==> src/rtl/fetch_ctrl.sv <==
// Fetch-stage sequencer: owns the fetch PC, runs held req/ack transactions to imem,
// absorbs decode stalls with a 1-entry skid and squashes stale responses on redirect.
// Optional FETCH_PERF_EN adds saturating bubble/drop counters.
module fetch_ctrl #(
  parameter int                    DATA_WIDTH = 32,
  parameter logic [DATA_WIDTH-1:0] RESET_PC   = {DATA_WIDTH{1'b0}},
  parameter logic [DATA_WIDTH-1:0] NOP_INSTR  = DATA_WIDTH'(32'h0000_0013)
) (
  input  logic                  clk,
  input  logic                  rst,
  input  logic                  stallF,
  input  logic                  redirectE,
  input  logic [DATA_WIDTH-1:0] redirect_pcE,
  output logic                  mem_req,
  output logic [DATA_WIDTH-1:0] mem_addr,
  input  logic                  mem_ack,
  input  logic [DATA_WIDTH-1:0] mem_rdata,
  output logic [DATA_WIDTH-1:0] instrF,
  output logic [DATA_WIDTH-1:0] pcF,
  output logic [DATA_WIDTH-1:0] pc_plus4F,
  output logic                  validF
`ifdef FETCH_PERF_EN
  ,
  output logic [31:0]           perf_bubbles,
  output logic [31:0]           perf_drops
`endif
);

  localparam logic [DATA_WIDTH-1:0] PC_INC = DATA_WIDTH'(32'd4);

  typedef enum logic [1:0] {
    S_IDLE = 2'd0,
    S_REQ  = 2'd1,
    S_SKID = 2'd2,
    S_DROP = 2'd3
  } state_t;

  state_t                r_state,      w_state_nxt;
  logic [DATA_WIDTH-1:0] r_fetch_pc,   w_fetch_pc_nxt;
  logic                  r_mem_req,    w_mem_req_nxt;
  logic [DATA_WIDTH-1:0] r_mem_addr,   w_mem_addr_nxt;
  logic                  r_validF,     w_validF_nxt;
  logic [DATA_WIDTH-1:0] r_instrF,     w_instrF_nxt;
  logic [DATA_WIDTH-1:0] r_pcF,        w_pcF_nxt;
  logic [DATA_WIDTH-1:0] r_pc_plus4F,  w_pc_plus4F_nxt;
  logic [DATA_WIDTH-1:0] r_skid_instr, w_skid_instr_nxt;
  logic [DATA_WIDTH-1:0] r_skid_pc,    w_skid_pc_nxt;
  logic                  w_f_accept;

  assign w_f_accept = !r_validF || !stallF;

  // State and datapath registers
  always_ff @(posedge clk or negedge rst) begin
    if (!rst) begin
      r_state      <= S_IDLE;
      r_fetch_pc   <= RESET_PC;
      r_mem_req    <= 1'b0;
      r_mem_addr   <= RESET_PC;
      r_validF     <= 1'b0;
      r_instrF     <= NOP_INSTR;
      r_pcF        <= RESET_PC;
      r_pc_plus4F  <= RESET_PC + PC_INC;
      r_skid_instr <= NOP_INSTR;
      r_skid_pc    <= RESET_PC;
    end else begin
      r_state      <= w_state_nxt;
      r_fetch_pc   <= w_fetch_pc_nxt;
      r_mem_req    <= w_mem_req_nxt;
      r_mem_addr   <= w_mem_addr_nxt;
      r_validF     <= w_validF_nxt;
      r_instrF     <= w_instrF_nxt;
      r_pcF        <= w_pcF_nxt;
      r_pc_plus4F  <= w_pc_plus4F_nxt;
      r_skid_instr <= w_skid_instr_nxt;
      r_skid_pc    <= w_skid_pc_nxt;
    end
  end

  // Next-state and next-output logic
  always_comb begin
    w_state_nxt      = r_state;
    w_fetch_pc_nxt   = r_fetch_pc;
    w_mem_req_nxt    = r_mem_req;
    w_mem_addr_nxt   = r_mem_addr;
    w_validF_nxt     = r_validF;
    w_instrF_nxt     = r_instrF;
    w_pcF_nxt        = r_pcF;
    w_pc_plus4F_nxt  = r_pc_plus4F;
    w_skid_instr_nxt = r_skid_instr;
    w_skid_pc_nxt    = r_skid_pc;

    if (redirectE) begin
      w_validF_nxt   = 1'b0;
      w_instrF_nxt   = NOP_INSTR;
      w_fetch_pc_nxt = redirect_pcE;
      // An unacked request must stay on its old address; its response is thrown away in DROP
      if (r_mem_req && !mem_ack) begin
        w_state_nxt = S_DROP;
      end else begin
        w_state_nxt    = S_REQ;
        w_mem_req_nxt  = 1'b1;
        w_mem_addr_nxt = redirect_pcE;
      end
    end else begin
      if (w_f_accept) begin
        w_validF_nxt = 1'b0;
        w_instrF_nxt = NOP_INSTR;
      end else begin
        w_validF_nxt = r_validF;
      end

      case (r_state)
        S_IDLE: begin
          w_state_nxt    = S_REQ;
          w_mem_req_nxt  = 1'b1;
          w_mem_addr_nxt = r_fetch_pc;
        end
        S_REQ: begin
          if (mem_ack) begin
            w_fetch_pc_nxt = r_mem_addr + PC_INC;
            if (w_f_accept) begin
              w_validF_nxt    = 1'b1;
              w_instrF_nxt    = mem_rdata;
              w_pcF_nxt       = r_mem_addr;
              w_pc_plus4F_nxt = r_mem_addr + PC_INC;
              w_mem_addr_nxt  = r_mem_addr + PC_INC;
            end else begin
              w_skid_instr_nxt = mem_rdata;
              w_skid_pc_nxt    = r_mem_addr;
              w_mem_req_nxt    = 1'b0;
              w_state_nxt      = S_SKID;
            end
          end else begin
            w_state_nxt = S_REQ;
          end
        end
        S_SKID: begin
          if (w_f_accept) begin
            w_validF_nxt    = 1'b1;
            w_instrF_nxt    = r_skid_instr;
            w_pcF_nxt       = r_skid_pc;
            w_pc_plus4F_nxt = r_skid_pc + PC_INC;
            w_state_nxt     = S_REQ;
            w_mem_req_nxt   = 1'b1;
            w_mem_addr_nxt  = r_fetch_pc;
          end else begin
            w_state_nxt = S_SKID;
          end
        end
        S_DROP: begin
          if (mem_ack) begin
            w_state_nxt    = S_REQ;
            w_mem_req_nxt  = 1'b1;
            w_mem_addr_nxt = r_fetch_pc;
          end else begin
            w_state_nxt = S_DROP;
          end
        end
        default: begin
          w_state_nxt    = S_IDLE;
          w_mem_req_nxt  = 1'b0;
          w_mem_addr_nxt = r_fetch_pc;
        end
      endcase
    end
  end

  assign mem_req   = r_mem_req;
  assign mem_addr  = r_mem_addr;
  assign instrF    = r_instrF;
  assign pcF       = r_pcF;
  assign pc_plus4F = r_pc_plus4F;
  assign validF    = r_validF;

`ifdef FETCH_PERF_EN
  logic        w_drop_ack;
  logic [31:0] r_perf_bubbles;
  logic [31:0] r_perf_drops;

  // A response is discarded when it lands in DROP or together with a redirect
  assign w_drop_ack = r_mem_req && mem_ack && (redirectE || (r_state == S_DROP));

  // Saturating bubble and dropped-response counters
  always_ff @(posedge clk or negedge rst) begin
    if (!rst) begin
      r_perf_bubbles <= 32'd0;
      r_perf_drops   <= 32'd0;
    end else begin
      if (!r_validF && (r_perf_bubbles != 32'hFFFF_FFFF)) begin
        r_perf_bubbles <= r_perf_bubbles + 32'd1;
      end
      if (w_drop_ack && (r_perf_drops != 32'hFFFF_FFFF)) begin
        r_perf_drops <= r_perf_drops + 32'd1;
      end
    end
  end

  assign perf_bubbles = r_perf_bubbles;
  assign perf_drops   = r_perf_drops;
`endif

endmodule

==> config.mk <==
export PLATFORM = sky130hd
export DESIGN_NAME = fetch_ctrl
export DESIGN_NICKNAME = d
export VERILOG_FILES = /design/src/rtl/fetch_ctrl.sv
export SDC_FILE = /design/constraint.sdc
export NUM_CORES = 1
export LEC_CHECK = 0
export ABC_AREA = 0
export CAP_MARGIN = 20
export CORE_ASPECT_RATIO = 0.75
export CORE_UTILIZATION = 45
export DETAILED_ROUTE_END_ITERATION = 7
export GPL_TIMING_DRIVEN = 1
export PLACE_DENSITY = 0.77
export SLEW_MARGIN = 20
export SYNTH_ARGS = -nofsm -noshare
export SYNTH_HDL_FRONTEND = slang
export SYNTH_SLANG_ARGS = --single-unit
==> constraint.sdc <==
create_clock -name clk -period 2.74 [get_ports clk]
set_input_delay 0.411 -clock clk [delete_from_list [all_inputs] [get_ports clk]]
set_output_delay 0.411 -clock clk [all_outputs]
set_load 0.005 [all_outputs]
# ---- Word-level counts from Yosys, hierarchy flattened
# Cells that the tools add are included.
dict set report totals {
  mem_bits_ro 0
  input_bits 69
  latchBits 0
  output_inout_bits 130
  elab_cells 82
  reg_bits 228
  ramBits 0
  mem_count 0
}
dict set report classes {
  magnitude_cmp 0
  eq_ne 13
  addsub 2
  div_mod_pow 0
  shifts 0
  n_reduce_logical 14
  n_mul 0
  bitwise 2
  n_mux 41
}
# operator n
set ops {}
lappend ops {{$mux 32} 18}
lappend ops {{$pmux 32 s2} 3}
lappend ops {{$pmux 32 s4} 1}
lappend ops {{$add 32x3->32 const B} 2}
lappend ops {{$ne 3x3->1 const B} 5}
lappend ops {{$reduce_and 5->1} 3}
lappend ops {{$mux 2} 6}
lappend ops {{$mux 1} 10}
lappend ops {{$ne 2x2->1 const B} 4}
lappend ops {{$pmux 2 s4} 1}
lappend ops {{$reduce_bool 2->1} 3}
lappend ops {{$eq 2x2->1 const B} 2}
lappend ops {{$ne 4x4->1 const B} 1}
lappend ops {{$pmux 1 s4} 1}
lappend ops {{$reduce_and 4->1} 1}
lappend ops {{$logic_not 1->1} 3}
lappend ops {{$eq 2x1->1 const B} 1}
lappend ops {{$logic_not 2->1} 1}
lappend ops {{$not 1->1} 2}
lappend ops {{$pmux 1 s2} 1}
lappend ops {{$reduce_and 2->1} 1}
lappend ops {{$logic_and 1x1->1} 1}
lappend ops {{$logic_or 1x1->1} 1}

# ---- Longest topological paths before layout
dict set report depth {
  depth_word 7
  depth_mapped 9
  ltp_nobuf 7
}

# ---- Least setup slack after synthesis
# No wires, ideal clock.
dict set report synth_timing {
  path_kind {reg-to-reg}
  start {register r_mem_addr[3] (netlist: mem_addr[3])}
  end {register r_pc_plus4F[22] (netlist: pc_plus4F[22])}
  required_ns 2.614
  n_path_buf 0
  arrival_ns 2.222
  setup_ns 0.126
  period_less_slack_ns 2.348
  path_stages_with_launch 7
  slack_ns 0.392
  path_cell_list {dfrtp_1 > ha_1 > nand2_1 > or4_4 > or3_4 > xnor2_1 > a221o_1}
}
dict set report synth_between {
  elab_chain_len 4
}
# element line_no
set synth_lines {}
lappend synth_lines {{from (decl)} 41} ;# logic [DATA_WIDTH-1:0] r_mem_addr, w_mem_addr_nxt;
lappend synth_lines {{from (signal assigned)} 69} ;# r_mem_addr <= w_mem_addr_nxt;
lappend synth_lines {{$add 32x3->32} 125} ;# w_pc_plus4F_nxt = r_mem_addr + PC_INC;
lappend synth_lines {{$mux 32} 121} ;# if (w_f_accept) begin
lappend synth_lines {{$mux 32} 119} ;# if (mem_ack) begin
lappend synth_lines {{$pmux 32 s2} 112} ;# case (r_state)
lappend synth_lines {{to (signal assigned)} 62} ;# r_pc_plus4F <= RESET_PC + PC_INC;
lappend synth_lines {{to (signal assigned)} 73} ;# r_pc_plus4F <= w_pc_plus4F_nxt;
lappend synth_lines {{to (decl)} 45} ;# logic [DATA_WIDTH-1:0] r_pc_plus4F, w_pc_plus4F_nxt;
# Every way passes these cells. The select of a mux whose other input is x is not followed.
# A chain may end at the register's enable or synchronous reset.

# ---- Worst setup path after layout
dict set report layout_timing {
  start {register r_validF (netlist: validF)}
  end {output validF}
}
# element line_no
set layout_lines {}
lappend layout_lines {{from (decl)} 42} ;# logic r_validF, w_validF_nxt;
lappend layout_lines {{from (signal assigned)} 70} ;# r_validF <= w_validF_nxt;
lappend layout_lines {{to (decl)} 21} ;# output logic validF
# No word-level cell between the ends.

==> results.ini <==
[run_status]
run_status=finished clean

[sta]
timing.final.max_slew_violations=0
finClkSkew_ns=0.01817
timing.final.crit_period_ns=2.536
maxClockFrequency_mhz=394.4
finalCritPeriodShare_pct=92.54
final.setup.worst_slack_ns=0.2043
count_of_endpoints_failing_hold_in_the_final_timing_report=0
worst_relative_slew_slack_pct=52.26
slew_at_the_pin_closest_to_its_max_slew_limit_ns=0.7095
final_setup_violation_count=0
setup-tns-final_ns=0
unrepaired_setup_endpoints_after_global_routing=no

[power]
leakage_nw=6.481
cell_internal_pwr_mw=9.529
share_comb_of_total_power_pct=40.9
peakVddDrop_mv=0.5500
power.share.sequential_pct=37.1
sw_pwr_mw=5.719
sw_frac_of_total_pct=37.51
power_density_nw_per_um2=987.0
share_clk_of_total_power_pct=22.1

[clock_network]
clk_latency_ns=0.52
cts-root-buf=clkbuf_16
cts.sinks=226
cts_buffers=24
cts.clk_slew.worst_paths_ns=0.06
cts_max_level=1
cts_resized=0
cts_tree=built
clock_tree.buffer_depth=3
post_cts_buffers=0

[grt]
grt_pass1_wl_mm=58.22
groute.layer.met2.usage_pct=40.50
met3_usage_pct=5.201
largest_net_degree_at_the_start_of_global_routing=70
grt.met1_usage_pct=39.96
vias_in_the_first_global_route=10334
grt_busiest_layer=met2
global_route.overflow_total=0
number_of_antenna_violations_at_the_first_check_in_global_routing=1
groute.usage.overall_pct=27.11

[finish]
area_delta_synth_final_pct=28.41
final_net_count=1529
final_util_pct=59.19
multiInputGateArea_um2=5884
regArea_um2=5664
nFillCells=2127
final_instance_count_without_filler_cells=1816
post_route_cells_drive_above_1_share_pct=12.98

[routing]
totalWireLength_mm=37.40
detail_route.drc_violations=0
viasPerCell=6.087
ant_nets=0
routed-via-count=11054
routed_wire_length_per_instance_um=20.60
drt-pass1-iter-count=6
detail_route.iter0.violations=1182

[worst_setup_path]
register_to_register_setup_slack_ns=0.37
critical_path.max_fanout=25
critPathKind=flip-flop to output pin
timing.critical_path.from_type=flip-flop
timing.critical_path.required_ns=2.33
worst-endpoint-arrival_ns=2.12
worst_setup_ep_type=output pin

[placed_design]
dpl_worst_slack_ns=0.2888
post-place-cells=1770
port_buffers=198
globalplace.congestion=0.8907
hpwl_mm=25.21

[worst_hold_path]
worst_hold_path_type=primary input to flip-flop

[synthesis]
synth.net_count=1358
synth_enable_flop_cells=0
ys_seq_elements=226
synth.cell_area_um2=12030
yosys.cell_types.count=62
synth-async-reset-ratio_pct=100.0
syn_inst=1282
primary_ff_master_synth=dfrtp_1
ys_warn_count=0
ys_seq_area_share_pct=47.08
postSynthAreaPerCell_um2=9.384

[die]
top_level_ports=199
rows=51
start_util_pct=46.10
floorplan.die_area_um2=27400
die_w_um=190.8
design.core.area_um2=26100
floorplan.die.height_um=143.6

[flow_run]
max-cap-violations=0

==> cell usage after synthesis, types with 20 or more instances <==
library cell / instances / area (µm²)
a21oi_1: 43 / 215.2
nor3_1: 20 / 100.1
nor2_1: 87 / 326.6
nand2_1: 151 / 566.8
and3_1: 27 / 168.9
inv_1: 22 / 82.58
clkbuf_1: 91 / 341.6
nand3_1: 62 / 310.3
xnor2_1: 30 / 262.8
a22o_1: 37 / 324.1
a22oi_1: 37 / 277.8
mux2i_1: 54 / 540.5
mux2_2: 62 / 698.2
o21ai_0: 141 / 705.7
dfrtp_1: 219 / 5480
==> layout by cell type, fill, tap and decap left out, types with 8 or more instances in the layout <==
master           synthesis  layout
a22oi_1                 37      37
and3_1                  27      27
o22ai_1                 10      10
clkdlybuf4s50_1          0     196
nor3_1                  20      20
nor2_1                  87      86
clkbuf_16                0      25
mux2_2                  62      62
o31a_1                   8       8
a22o_1                  37      37
o21ai_0                141     141
o211ai_1                14      14
nand3_1                 62      61
nand4_1                 15      15
inv_1                   22      22
nand2_1                151     151
buf_4                    4      53
buf_12                   0       9
a21oi_1                 43      42
mux2i_1                 54      54
xnor2_1                 30      30
clkinv_2                 0       8
a31oi_1                 13      13
xor2_1                  12      12
dfrtp_1                219     219
==> final timing paths <==
kind | from | endpoint | depth (start not counted)
max in group asynchronous | rst | pc_plus4F[24] | 3
min in group asynchronous | rst | r_skid_pc[0] | 2
setup reg to reg | r_state[0] | pc_plus4F[20] | 6
hold / removal | redirectE | instrF[3] | 2
setup / recovery | validF | validF | 2
hold reg to reg | pc_plus4F[2] | pc_plus4F[2] | 2
==> state kept, by name, summed over array words and instances (netlist names) <==
| register | flops |
|---|---|
| instrF | 32 |
| r_fetch_pc | 32 |
| r_skid_pc | 32 |
| r_skid_instr | 32 |
| mem_req | 1 |
| pc_plus4F | 30 |
| mem_addr | 32 |
| pcF | 32 |
| validF | 1 |
| r_state | 2 |
==> final cells by class <==
| type | instances | share of cell area, % |
|---|---|---|
| Multi-Input combinational cell | 919 | 38.09 |
| Sequential cell | 226 | 36.66 |
| Timing Repair Buffer | 260 | 16.60 |
| Clock buffer | 34 | 4.657 |
| Tap cell | 344 | 2.786 |
| Clock inverter | 10 | 0.6479 |
| Inverter | 22 | 0.5345 |
| Antenna cell | 1 | 0.01620 |
==> metal layers <==
metal	wire length [µm]	vias to the layer above
li1	-	4968
met4	856	0
met3	3733	72
met5	0	-
met1	16640	5381
met2	16170	633
==> power by group through the flow <==
stage                     clock network, mW  registers, mW  logic (mW)
after CTS                              3.40           5.62        6.19
after global routing                   3.53           5.79        6.78
after global placement                    0           5.61        6.00
after detailed placement                  0           5.66        6.14
final                                  3.36           5.65        6.23
after floorplan                           0           5.33        3.30
==> worst max-delay path, stage by stage, from the launching register on <==
cell and delay [ns]:
dfrtp_1 0.61, buf_4 0.41, clkdlybuf4s50_1 0.58
==> what timing repair did <==
item,4_1_cts,5_1_grt
hold endpoints to repair,58,0
hold buffers,1,0
setup endpoints to repair,0,0
==> metrics by stage <==
step,area [µm²],power [mW],hold WS (ns)
final,15450,15.25,0.2556
after global placement,14620,11.61,0.4255
after detailed placement,14620,11.80,0.4265
after floorplan,12030,8.628,0.1154
after global routing,15450,16.11,0.2633
after CTS,15450,15.21,0.2513
==> kinds of logic (layout without fill, tap and decap cells) <==
family	after synthesis	after routing	synth area share (%)
AND/OR/NAND/NOR	403	403	15.61
AO/OA/AOI/OAI	351	351	18.74
flip-flops	226	226	47.08
buffers and inverters	137	326	4.483
multiplexers	116	116	10.30
XOR/XNOR	42	42	3.058
adder cells (fa/ha/maj)	7	7	0.7280
other	0	1	0
Power figures use the tool's default switching activity.
